[src/rtl/lix_pipe_reg.sv]
// DEPTH-stage elastic pipeline register with valid/ready on both sides,
// bubble collapsing between stages, and a synchronous flush.
module lix_pipe_reg #(
  parameter  int W     = 32,
  parameter  int DEPTH = 2,
  localparam int CW    = $clog2(DEPTH + 1)
) (
  input  logic          clk_i,
  input  logic          rst_ni,
  input  logic          i_flush,
  input  logic          i_vld,
  output logic          o_rdy,
  input  logic [W-1:0]  i_x,
  output logic          o_vld,
  input  logic          i_rdy,
  output logic [W-1:0]  o_z,
  output logic [CW-1:0] o_cnt
);

  logic [DEPTH-1:0] r_v;
  logic [W-1:0]     r_d [DEPTH];
  logic [CW-1:0]    r_cnt;

  logic [DEPTH-1:0] w_adv;
  logic [DEPTH-1:0] w_load;
  logic             w_accept;
  logic             w_out;

  // Stage k moves when some later stage is empty (that gap absorbs the
  // shuffle) or the whole tail is full and draining into i_rdy.
  always_comb begin
    logic w_tail_full;
    w_adv = '0;
    for (int k = 0; k < DEPTH; k++) begin
      w_tail_full = 1'b1;
      for (int j = k + 1; j < DEPTH; j++) begin
        w_tail_full = w_tail_full & r_v[j];
      end
      w_adv[k] = r_v[k] & (~w_tail_full | i_rdy) & ~i_flush;
    end
  end

  assign o_rdy    = (~r_v[0] | w_adv[0]) & ~i_flush;
  assign w_accept = i_vld & o_rdy;
  assign w_out    = w_adv[DEPTH-1];

  always_comb begin
    w_load    = '0;
    w_load[0] = w_accept;
    for (int k = 1; k < DEPTH; k++) begin
      w_load[k] = w_adv[k-1];
    end
  end

  always_ff @(posedge clk_i or negedge rst_ni) begin
    if (!rst_ni) begin
      r_v   <= '0;
      r_cnt <= '0;
      for (int k = 0; k < DEPTH; k++) begin
        r_d[k] <= '0;
      end
    end else begin
      // Data is only ever written on a transfer; flush leaves it in place.
      r_d[0] <= w_accept ? i_x : r_d[0];
      for (int k = 1; k < DEPTH; k++) begin
        r_d[k] <= w_load[k] ? r_d[k-1] : r_d[k];
      end
      if (i_flush) begin
        r_v   <= '0;
        r_cnt <= '0;
      end else begin
        r_v <= w_load | (r_v & ~w_adv);
        if (w_accept && !w_out) begin
          r_cnt <= r_cnt + CW'(1);
        end else if (w_out && !w_accept) begin
          r_cnt <= r_cnt - CW'(1);
        end
      end
    end
  end

  assign o_vld = r_v[DEPTH-1] & ~i_flush;
  assign o_z   = r_d[DEPTH-1];
  assign o_cnt = r_cnt;

endmodule
[config.mk]
export PLATFORM = sky130hd
export DESIGN_NAME = lix_pipe_reg
export DESIGN_NICKNAME = d
export VERILOG_FILES = /design/src/rtl/lix_pipe_reg.sv
export SDC_FILE = /design/constraint.sdc
export NUM_CORES = 1
export LEC_CHECK = 0
export CAP_MARGIN = 0
export CORE_MARGIN = 2
export CORE_UTILIZATION = 40
export CTS_CLUSTER_DIAMETER = 200
export DETAILED_ROUTE_END_ITERATION = 6
export PLACE_DENSITY = 0.67
export SYNTH_ARGS = -nofsm -noshare
export SYNTH_HDL_FRONTEND = slang
export SYNTH_SLANG_ARGS = --single-unit
[constraint.sdc]
create_clock -name clk_i -period 4.45 [get_ports clk_i]
set_input_delay 0.6675 -clock clk_i [delete_from_list [all_inputs] [get_ports clk_i]]
set_output_delay 0.6675 -clock clk_i [all_outputs]
set_load 0.05 [all_outputs]
[Word level (Yosys, flattened, before mapping)]
Cells that the tools add are included.
Storage, ports and cells
  flip-flop bits (word level): 68
  input port bits: 37
  logic and storage cells: 30
Operators by class
  add/subtract/negate cells: 2
  muxes and demuxes: 4
  bitwise gates (word level): 15
  reductions and logical operators: 5
Operators by type and width (count)
  2-to-1 mux 2 bit: 4
  bitwise AND 1 bit: 7
  NOT 1 bit: 3
  nonzero test 3 bit: 1
  adder 2 x 1 -> 2 bit, second input constant: 1
  bitwise AND 2 bit: 1
  logical AND 1 bit: 2
  logical NOT 1 bit: 2
  NOT 2 bit: 1
  bitwise OR 1 bit: 2
  bitwise OR 2 bit: 1
  subtractor 2 x 1 -> 2 bit, second input constant: 1

[Longest topological paths before layout]
Gate-level depths: netlist of the first run.
  depth in word-level cells: 12
  mapped depth: 5
  depth with buffers taken out: 3

[Worst setup path before layout of the first run]
OpenSTA, ideal clock, no wires.
  path kind: input to output
  from: in i_flush
  to: out o_rdy
  arrival time: 1.622 ns
  required time: 3.783 ns
  slack: 2.160 ns
  stages on the path: 2
  path buffers: 1
  path through: clkbuf_1 -> a21oi_1
Between the ends
  word-level cells in the longest chain between the ends: 4
Ends and longest elaborated chain
  start: declaration: line 10  | input logic i_flush,
  NOT 1 bit (*): line 39, 43
  bitwise AND 1 bit: line 39  | w_adv[k] = r_v[k] & (~w_tail_full | i_rdy) & ~i_flush;
  bitwise OR 1 bit: line 43  | assign o_rdy = (~r_v[0] | w_adv[0]) & ~i_flush;
  bitwise AND 1 bit (*): line 43
  end: declaration: line 12  | output logic o_rdy,
Mark *: on every way between the ends. The rest lies on a longest branch, timed or not.

[Worst setup path in the final report of the first run]
  from: in i_rdy
  to: out o_rdy
Between the ends
  word-level cells in the longest chain between the ends: 5
Ends and longest elaborated chain
  start: declaration: line 15  | input logic i_rdy,
  bitwise OR 1 bit: line 39
  bitwise AND 1 bit (2 in series): line 39
  bitwise OR 1 bit: line 43
  bitwise AND 1 bit: line 43
Every way passes these cells.

==> metrics.md, run 1 <==
| Metric | Value |
|---|---|
| Hold Path Class | primary input to asynchronous set/reset pin |
| Yosys reg bits | 68 |
| Tmin final | 2.980 ns |
| Max Freq | 0.3356 GHz |
| # DRC | 0 |
| Xor/xnor share of the synthesized area | 0.002882 |
| Inserted Diodes | 0 |
| Core area | 7292 um^2 |
| Post-CTS setup buffer count | 0 |
| Number of fill cells in the layout | 649 |
| Clock sink total | 68 |
| Pre-antenna DRT Iters | 3 |
| Post-DP HPWL | ~3000 um |
| Worst IR Drop VDD | approximately 0.26 mV |
| Crit path capture type | primary output |
| First-pass GRT wire length | 8231 um |
| DP Area | 3558 um^2 |
| Total GRT Usage | 0.1249 |
| Post-synth EDFFs | 0 |
| Vias in the first global route | 1,666 |
| Fin cells | 345 |
| Tightest Pin Transition | between 1 and 1.5 ns |
| Most common cell after layout, fill and taps aside | clkdlybuf4s50_1 |
| I/O pins | 73 |
| Inst Count DP | 329 |
| Syn avg cell area | ~15 um^2 |
| Worst-Skew Late Latency | 0.33 ns |
| Total CTS buffers | 9 |
| Post-Synth Simple-Gate Area | 0.03005 |
| Vias/cell | approximately 4.6 |
| Netlist cell types | 24 |
| Main combinational cell family by area after synthesis | multiplexers |
| Clock-pin slew on the worst setup and hold paths | 0.07 ns |
| Synthesized area | around 3000 um^2 |
| Post-synthesis adder-cell area fraction | 0 |
| WP data arrival | around 2.3 ns |
| Total grt overflow | 0 |
| Max_cap viols | 0 |
| Initial antenna violation count | 0 |
| Critical path data required time | approximately 3.8 ns |
| Gate Count Post-Synth | slightly below 200 |
| CP Max Fanout | 5 |
| Final setup viols | 0 |
| Slew Viols, Final | 0 |
| Area of the die | 8311 um^2 |
| Row count | 31 |
| Primary FF master, synth | dfrtp_1 |
| Worst setup SP type | primary input |
| Syn-to-layout area delta | 23.71% |
| Root Buffer | clkbuf_8 |
| Die width | between 90 and 100 um |
| H-tree levels | 3 |
| DR WL/cell | 14.07 um |
| Post-synth ARST share | 1.000 |
| Post-route setup TNS | 0 ns |
| Worst R2R Setup Slack | 2.39 ns |
| Synth Net Count | 234 |
| Util after Layout | 0.5156 |
| Final period utilization | 0.6697 |
| PwrDens | roughly 560 nW/um^2 |
| Initial Util | 0.4168 |
| Share of cells above drive strength 1 | 0.3577 |
| Via count | 1,597 |
| Largest net degree at the start of global routing | 69 |
| Starting DRT DRC Count | 36 |
| CTS tree | done |
| Final Hold Fails | 0 |
| Total power draw | 0.002111 W |
| Post-synthesis compound-gate area fraction | 0.01853 |
| Clock skew | 0.006611 ns |
| Hold Buf Count CTS | 0 |
| Multiplexer share of the synthesized area | 0.2762 |
| Die H | between 90 and 100 um |
| Most frequent cells in the layout | clkdlybuf4s50_1 (71), dfrtp_1 (68), mux2_2 (35) |
| GP Congestion | roughly 0.71 |
| Final WL | around 4900 um |
| LEAKAGE | 1.653 nW |
| Max-slew headroom at the worst pin | 0.2844 |
| Cell area after layout | 3760 um^2 |
| Post-route ant nets | 0 |
| CTS resizes | 0 |
| CTS max path bufs | 2 |
| Register area share after synthesis | 0.5599 |
| RSZ-0062 raised after global routing | no |
| Outcome | finished, final reports clean |
| IO Port Bufs | 72 |
| CP Class | primary input to primary output |
| # nets final | 278 |
| Yosys warnings | 0 |
[power breakdown]
group,switching (W),leakage (nW),internal (W),total [W]
clock network,0.000226,0.0983,0.000273,0.000499
registers,0.0000734,0.809,0.000759,0.000832
logic,0.000456,0.746,0.000324,0.000780
total,0.000755,1.65,0.00136,0.00211
[area by class of cell]
type / instances / area (um^2) / share of cell area
clock buffer: 10 / 137.6 / 0.03661
timing repair buffer: 73 / 725.7 / 0.1930
sequential: 68 / 1702 / 0.4526
inverter: 1 / 3.754 / 0.0009983
clock inverter: 6 / 63.81 / 0.01697
tap: 99 / 123.9 / 0.03295
multi-input combinational: 88 / 1003 / 0.2669
[final timing paths]
kind,startpoint,end,cells after the start
worst max-delay path,i_rdy,o_rdy,4
worst min-delay path,rst_ni,o_z[28],1
worst max register to register,r_v[1],r_d[35],3
worst min register to register,r_d[34],r_d[34],1
max in group asynchronous,rst_ni,o_z[2],1
min in group clk_i,r_d[34],r_d[34],1
[metrics by stage]
| stage | hold WS [ns] | worst slack (ns) |
|---|---|---|
| after CTS | 0.4705 | 1.465 |
| after detailed placement | 0.4876 | 1.471 |
| after global placement | 0.4826 | 1.504 |
| after global routing | 0.5230 | 1.412 |
| after floorplan | 0.3719 | 2.160 |
| final | 0.4299 | 1.470 |
[synth_stat cells (2+ instances only)]
| cell type | instances | area share |
|---|---|---|
| mux2_4 | 29 | 0.14 |
| a21oi_1 | 3 | 0.0049 |
| nor2_1 | 2 | 0.0025 |
| buf_4 | 35 | 0.086 |
| buf_12 | 3 | 0.020 |
| nand2b_1 | 2 | 0.0041 |
| mux2_2 | 35 | 0.13 |
| nand2_1 | 2 | 0.0025 |
| dfrtp_1 | 68 | 0.56 |
| o21ai_0 | 3 | 0.0049 |
| and3b_2 | 2 | 0.0066 |
[per-layer routing]
metal | up-vias | wire (um) | GRT usage | part of all wire
li1 | 736 | - | - | -
met1 | 805 | 2346 | 0.1748 | 0.48
met2 | 48 | 2163 | 0.1840 | 0.45
met3 | 8 | 272 | 0.03402 | 0.056
met4 | 0 | 72 | 0.05051 | 0.015
met5 | - | 0 | 0 | 0
[worst max-delay path, stage by stage]
cell             delay [ns]
clkdlybuf4s50_1        0.58
nor2b_4                0.09
a21oi_1                0.15
clkdlybuf4s50_1        0.82
[registers in the layout, summed over array words and instances (netlist names)]
signal  count
r_d        32
o_cnt       2
o_z        32
r_v         2
[kinds of logic after synthesis]
family / count (synthesis)
and+or+nand+nor: 13
muxes: 65
buffers and inverters: 41
xor gates and xnor gates: 1
DFF: 68
AOI/OAI and AO/OA: 9
Power figures use the tool's default switching activity.
==> inputs of run 2 (changes only) <==
--- a/config.mk
+++ b/config.mk
@@ -10,7 +10,7 @@
 export CORE_UTILIZATION = 40
 export CTS_CLUSTER_DIAMETER = 200
 export DETAILED_ROUTE_END_ITERATION = 6
-export PLACE_DENSITY = 0.67
+export PLACE_DENSITY = 0.69
 export SYNTH_ARGS = -nofsm -noshare
 export SYNTH_HDL_FRONTEND = slang
 export SYNTH_SLANG_ARGS = --single-unit
==> constraint.sdc (replaced) <==
create_clock -name clk_i -period 2.65 [get_ports clk_i]
set_input_delay 0.3975 -clock clk_i [delete_from_list [all_inputs] [get_ports clk_i]]
set_output_delay 0.3975 -clock clk_i [all_outputs]
set_load 0.05 [all_outputs]
==> metrics.md, run 2 (synthesis results as in run 1) <==
| Metric | Value |
|---|---|
| Tightest Pin Transition | 0.5527 ns (was 1.073 ns) |
| LEAKAGE | 1.676 nW (was 1.653 nW) |
| Critical path data required time | 2.25 ns (was 3.78 ns) |
| Worst Hold Slack | 0.06095 ns (was 0.4299 ns) |
| Most common cell after layout, fill and taps aside | clkdlybuf4s50_1 (unchanged) |
| Crit path buf inv count | 1 (was 2) |
| Worst path slowest cell | clkdlybuf4s50_1 (unchanged) |
| CTS tree | done (unchanged) |
| R2R Path End | r_d[52] (was r_d[35]) |
| CP Depth | 1 (was 4) |
| Vias in the first global route | 1,665 (was 1,666) |
| Largest net degree at the start of global routing | 69 (unchanged) |
| Reg power frac | 0.403 (was 0.394) |
| Total CTS buffers | 9 (unchanged) |
| Final setup viols | 0 (unchanged) |
| Footprint of the multi-input gates | 1003 um^2 (unchanged) |
| Final WL | 4817 um (was 4853 um) |
| Area of the die | 8311 um^2 (unchanged) |
| Worst R2R Setup Slack | 1.01 ns (was 2.39 ns) |
| Outcome | finished, final reports clean (unchanged) |
| Worst IR Drop VDD | 0.3853 mV (was 0.2594 mV) |
| Root Buffer | clkbuf_8 (unchanged) |
| Vias/cell | 4.539 (was 4.629) |
| Post-route setup TNS | 0 ns (unchanged) |
| RSZ-0062 raised after global routing | no (unchanged) |
| Number of fill cells in the layout | 673 (was 649) |
| Max_cap viols | 0 (unchanged) |
| Clock sink total | 68 (unchanged) |
| Post-CTS setup buffer count | 0 (unchanged) |
| Final Hold Fails | 0 (unchanged) |
| CP max stage delay | 0.84 ns (was 0.82 ns) |
| First-pass GRT wire length | 8266 um (was 8231 um) |
| CP delay by family, top | buffers and inverters (unchanged) |
| I/O pins | 73 (unchanged) |
| Worst r2r path cells | 4 (was 3) |
| Max Freq | 0.4975 GHz |
| Via count | 1,584 (was 1,597) |
| Total grt overflow | 0 (unchanged) |
| Internal power | 0.002210 W (was 0.001356 W) |
| CTS max path bufs | 2 (unchanged) |
| Inst Count DP | 333 (was 329) |
| Share of cells above drive strength 1 | 0.3720 (was 0.3577) |
| Util after Layout | 0.5173 (was 0.5156) |
| IO Port Bufs | 72 (unchanged) |
| H-tree levels | 3 (unchanged) |
| CP Max Fanout | 7 (was 5) |
| Tmin final | 2.010 ns |
| GP Congestion | 0.7623 (was 0.7138) |
| Pre-antenna DRT Iters | 2 (was 3) |
| Crit path capture type | primary output (unchanged) |
| Syn-to-layout area delta | 24.13% (was 23.71%) |
| Fin cells | 349 (was 345) |
| RR Startpoint | r_v[1] (unchanged) |
| Sw Ratio | 0.3623 (was 0.3578) |
| Clock skew | 0.005136 ns (was 0.006611 ns) |
| Initial Util | 0.4168 (unchanged) |
| Worst-Skew Late Latency | 0.33 ns (about the same) |
| Most frequent cells in the layout | clkdlybuf4s50_1 (69), dfrtp_1 (68), mux2_2 (35) (was clkdlybuf4s50_1 (71), dfrtp_1 (68), mux2_2 (35)) |
| # DRC | 0 (unchanged) |
| Inserted Diodes | 0 (unchanged) |
| Worst setup SP type | flop (was primary input) |
| Clock-pin slew on the worst setup and hold paths | 0.07 ns (about the same) |
| Max-slew headroom at the worst pin | 0.6304 (was 0.2844) |
| Starting DRT DRC Count | 33 (was 36) |
| Row count | 31 (unchanged) |
| Net switching power | 0.001256 W (was 0.0007553 W) |
| Final period utilization | 0.7585 |
| Seq. cell area | 1702 um^2 (unchanged) |
| # nets final | 282 (was 278) |
| WP data arrival | 1.61 ns (was 2.31 ns) |
| Initial antenna violation count | 0 (unchanged) |
| Die width | 91.17 um (unchanged) |
| Die H | 91.17 um (unchanged) |
| Hold Buf Count CTS | 0 (unchanged) |
| Core area | 7292 um^2 (unchanged) |
| CP Class | flop to primary output (was primary input to primary output) |
| Worst path cell trace | clkdlybuf4s50_1 (was clkdlybuf4s50_1 > nor2b_4 > a21oi_1 > clkdlybuf4s50_1) |
| Post-route ant nets | 0 (unchanged) |
| Combinational power share | 0.378 (was 0.370) |
| Slew Viols, Final | 0 (unchanged) |
| Clock Power Share | 0.219 (was 0.236) |
| Post-DP HPWL | 3202 um (was 3086 um) |
| PwrDens | 918.8 nW/um^2 (was 561.5 nW/um^2) |
| Hold Path Class | primary input to asynchronous set/reset pin (unchanged) |
| CTS resizes | 0 (unchanged) |
| Total GRT Usage | 0.1274 (was 0.1249) |
| DR WL/cell | 13.80 um (was 14.07 um) |
run 2: changes by cell type in the layout (fill, tap and decap cells not counted):
cell	change
buf_4	+4
clkdlybuf4s50_1	-2
clkinvlp_4	-2
buf_12	+1
buf_2	+1
bufinv_16	-1
clkbuf_1	+1
clkbuf_8	+1
clkinv_2	+1
run 2: power by group through the flow:
stage,Combinational (W),Sequential (W),Clock (W)
5_1_grt,0.00137,0.00144,0.000841
2_1_floorplan,0.00112,0.00140,0
6_report,0.00131,0.00140,0.000758
3_5_place_dp,0.00132,0.00142,0
3_3_place_gp,0.00131,0.00142,0
4_1_cts,0.00132,0.00140,0.000795
run 2: worst max-delay path by stage:
stage | start | end | slack (ns)
after floorplan | i_flush | o_rdy | 0.90
after global placement | i_rdy | r_d[51] | 0.56
after detailed placement | i_rdy | r_d[52] | 0.53
after CTS | o_cnt[0] | o_cnt[0] | 0.61
after global routing | o_cnt[0] | o_cnt[0] | 0.57
final | o_cnt[0] | o_cnt[0] | 0.64
run 2: area by class of cell:
cell class / count / area share
Clock buffer: 12 / 0.04113
Clock inverter: 4 / 0.006302
Inverter: 1 / 0.0009950
Multi-Input combinational cell: 88 / 0.2660
Sequential cell: 68 / 0.4511
Tap cell: 99 / 0.03284
Timing Repair Buffer: 77 / 0.2017
run 2: per-layer routing:
layer,track usage,routed length [um],part of all wire
met1,0.1816,2353,0.49
met2,0.1790,2141,0.44
met3,0.03071,235,0.049
met4,0.06818,87,0.018
met5,0,0,0
run 2: stage by stage:
step           total power, W  worst slack (ns)  cell area [um^2]
6_report             0.003466            0.6400              3772
5_1_grt              0.003644            0.5740              3772
4_1_cts              0.003522            0.6130              3772
3_5_place_dp         0.002741            0.5257              3593
3_3_place_gp         0.002724            0.5630              3593
2_1_floorplan        0.002516            0.9005              3039
==> inputs of run 3 (changes only) <==
==> constraint.sdc (replaced) <==
create_clock -name clk_i -period 1.8 [get_ports clk_i]
set_input_delay 0.27 -clock clk_i [delete_from_list [all_inputs] [get_ports clk_i]]
set_output_delay 0.27 -clock clk_i [all_outputs]
set_load 0.05 [all_outputs]
==> metrics.md, run 3 (synthesis results as in run 1) <==
| Metric | Value |
|---|---|
| Crit path buf inv count | 1 (unchanged) |
| Tightest Pin Transition | 0.5134 ns (was 0.5527 ns) |
| Internal power | 0.003593 W (was 0.002210 W) |
| Row count | 31 (unchanged) |
| Final Hold Fails | 0 (unchanged) |
| Clock-pin slew on the worst setup and hold paths | 0.07 ns (about the same) |
| Max-slew headroom at the worst pin | 0.6572 (was 0.6304) |
| Final setup viols | 0 (unchanged) |
| Vias in the first global route | 1,687 (was 1,665) |
| LEAKAGE | 2.033 nW (was 1.676 nW) |
| Post-route ant nets | 0 (unchanged) |
| # DRC | 0 (unchanged) |
| Hold Path Class | primary input to asynchronous set/reset pin (unchanged) |
| Max Freq | about 0.58 GHz |
| Combinational power share | 0.353 (was 0.378) |
| Total CTS buffers | 9 (unchanged) |
| Worst path cell trace | clkdlybuf4s50_1 (unchanged) |
| PwrDens | 1367 nW/um^2 (was 918.8 nW/um^2) |
| Post-CTS setup buffer count | 0 (unchanged) |
| CTS max path bufs | 2 (unchanged) |
| Number of fill cells in the layout | 647 (was 673) |
| Area of the die | 8311 um^2 (unchanged) |
| Max_cap viols | 0 (unchanged) |
| CP Max Fanout | 2 (was 7) |
| DR WL/cell | 14.03 um (was 13.80 um) |
| Tmin final | 1.736 ns |
| Via count | 1,620 (was 1,584) |
| CP Class | flop to primary output (unchanged) |
| Worst IR Drop VDD | 0.7483 mV (was 0.3853 mV) |
| Total power draw | 0.005456 W (was 0.003466 W) |
| RSZ-0062 raised after global routing | no (unchanged) |
| WP data arrival | 1.47 ns (was 1.61 ns) |
| Initial Util | 0.4168 (unchanged) |
| Most common cell after layout, fill and taps aside | dfrtp_1 (was clkdlybuf4s50_1) |
| Starting DRT DRC Count | 40 (was 33) |
| Inserted Diodes | 0 (unchanged) |
| Share of cells above drive strength 1 | 0.3898 (was 0.3720) |
| Slew Viols, Final | 0 (unchanged) |
| Vias/cell | 4.589 (was 4.539) |
| Most frequent cells in the layout | dfrtp_1 (68), clkdlybuf4s50_1 (36), mux2_2 (35) (was clkdlybuf4s50_1 (69), dfrtp_1 (68), mux2_2 (35)) |
| Die width | 91.17 um (unchanged) |
| Total GRT Usage | 0.1295 (was 0.1274) |
| Largest net degree at the start of global routing | 69 (unchanged) |
| Clock sink total | 68 (unchanged) |
| Post-route setup TNS | 0 ns (unchanged) |
| Final WL | 4952 um (was 4817 um) |
| Worst setup SP type | flop (unchanged) |
| Syn-to-layout area delta | 31.33% (was 24.13%) |
| CP delay by family, top | buffers and inverters (unchanged) |
| I/O pins | 73 (unchanged) |
| Clock Power Share | 0.272 (was 0.219) |
| Root Buffer | clkbuf_8 (unchanged) |
| Reg power frac | 0.375 (was 0.403) |
| GP Congestion | 0.7817 (was 0.7623) |
| Core area | 7292 um^2 (unchanged) |
| CP max stage delay | 0.80 ns (was 0.84 ns) |
| CTS tree | done (unchanged) |
| Worst path slowest cell | clkdlybuf4s50_1 (unchanged) |
| Outcome | finished, final reports clean (unchanged) |
| Critical path data required time | 1.53 ns (was 2.25 ns) |
| Net switching power | 0.001863 W (was 0.001256 W) |
| Initial antenna violation count | 0 (unchanged) |
| Post-DP HPWL | 3194 um (was 3202 um) |
| H-tree levels | 3 (unchanged) |
| Die H | 91.17 um (unchanged) |
| Crit path capture type | primary output (unchanged) |
| Worst Hold Slack | 0.4907 ns (was 0.06095 ns) |
| Final period utilization | 0.9643 |
| Clock skew | 0.003499 ns (was 0.005136 ns) |
| Pre-antenna DRT Iters | 4 (was 2) |
| Worst-Skew Late Latency | 0.33 ns (about the same) |
| Sw Ratio | 0.3415 (was 0.3623) |
| # nets final | 286 (was 282) |
| Total grt overflow | 0 (unchanged) |
| First-pass GRT wire length | 8273 um (was 8266 um) |
| IO Port Bufs | 72 (unchanged) |
-- run 3: cell types whose count changed in the layout (fill, tap and decap cells not counted), sizes merged --
cell / previous run / this run
dlygate4sd2: 0 / 1
dlygate4sd3: 0 / 1
buf: 8 / 14
clkdlybuf4s50: 69 / 36
clkbuf: 12 / 10
clkinv: 4 / 1
dlymetal6s2s: 0 / 29
clkinvlp: 0 / 1
inv: 1 / 2
bufinv: 0 / 3
-- run 3: layer usage --
metal,GRT usage,wire length (um),vias to the layer above
met3,0.06556,332,4
met2,0.1981,2381,47
met1,0.1629,2191,822
met4,0.03409,47,0
li1,-,-,747
met5,0,0,-
-- run 3: final cells by class --
class / count / area [um^2] / share of cell area
Sequential cell: 68 / 1702 / 0.4263
Inverter: 1 / 3.754 / 0.0009404
Multi-Input combinational cell: 88 / 1003 / 0.2514
Timing Repair Buffer: 81 / 919.6 / 0.2304
Tap cell: 99 / 123.9 / 0.03103
Clock buffer: 10 / 127.6 / 0.03197
Clock inverter: 6 / 111.4 / 0.02790
-- run 3: worst min-delay path: stages --
cell and delay, ns:
dlygate4sd3_1 0.52, buf_2 0.12, buf_12 0.32
-- run 3: timing repair --
item	4_1_cts	5_1_grt
hold buffers	1	0
hold endpoints to repair	68	0
resized for setup	1	29
setup endpoints to repair	1	29
-- run 3: per-stage QoR --
stage / setup WS, ns / cell area (um^2) / cells / util
4_1_cts: 0.004359 / 3919 / 353 / 0.5374
5_1_grt: 0.01356 / 3991 / 353 / 0.5474
2_1_floorplan: 0.2097 / 3039 / 197 / -
3_3_place_gp: -0.1217 / 3671 / 336 / 0.5034
3_5_place_dp: -0.1540 / 3671 / 336 / 0.5034
6_report: 0.06432 / 3991 / 353 / 0.5474
-- run 3: power groups by stage --
stage          Sequential [W]  Clock (W)  Combinational [W]
2_1_floorplan         0.00205          0            0.00165
3_3_place_gp          0.00208          0            0.00194
3_5_place_dp          0.00209          0            0.00196
4_1_cts               0.00206    0.00154            0.00196
5_1_grt               0.00210    0.00162            0.00201
6_report              0.00205    0.00148            0.00193
-- run 3: path summary, 6_finish.rpt --
kind | from | endpoint | slack (ns) | cells past startpoint
setup / recovery | o_z[22] | o_z[22] | 0.06 | 1
hold / removal | rst_ni | o_z[27] | 0.49 | 3
setup reg to reg | r_v[1] | r_d[43] | 0.20 | 4
hold reg to reg | o_z[19] | o_z[19] | 0.50 | 1
max in group asynchronous | rst_ni | o_z[11] | 1.02 | 3
min in group clk_i | o_z[19] | o_z[19] | 0.50 | 1
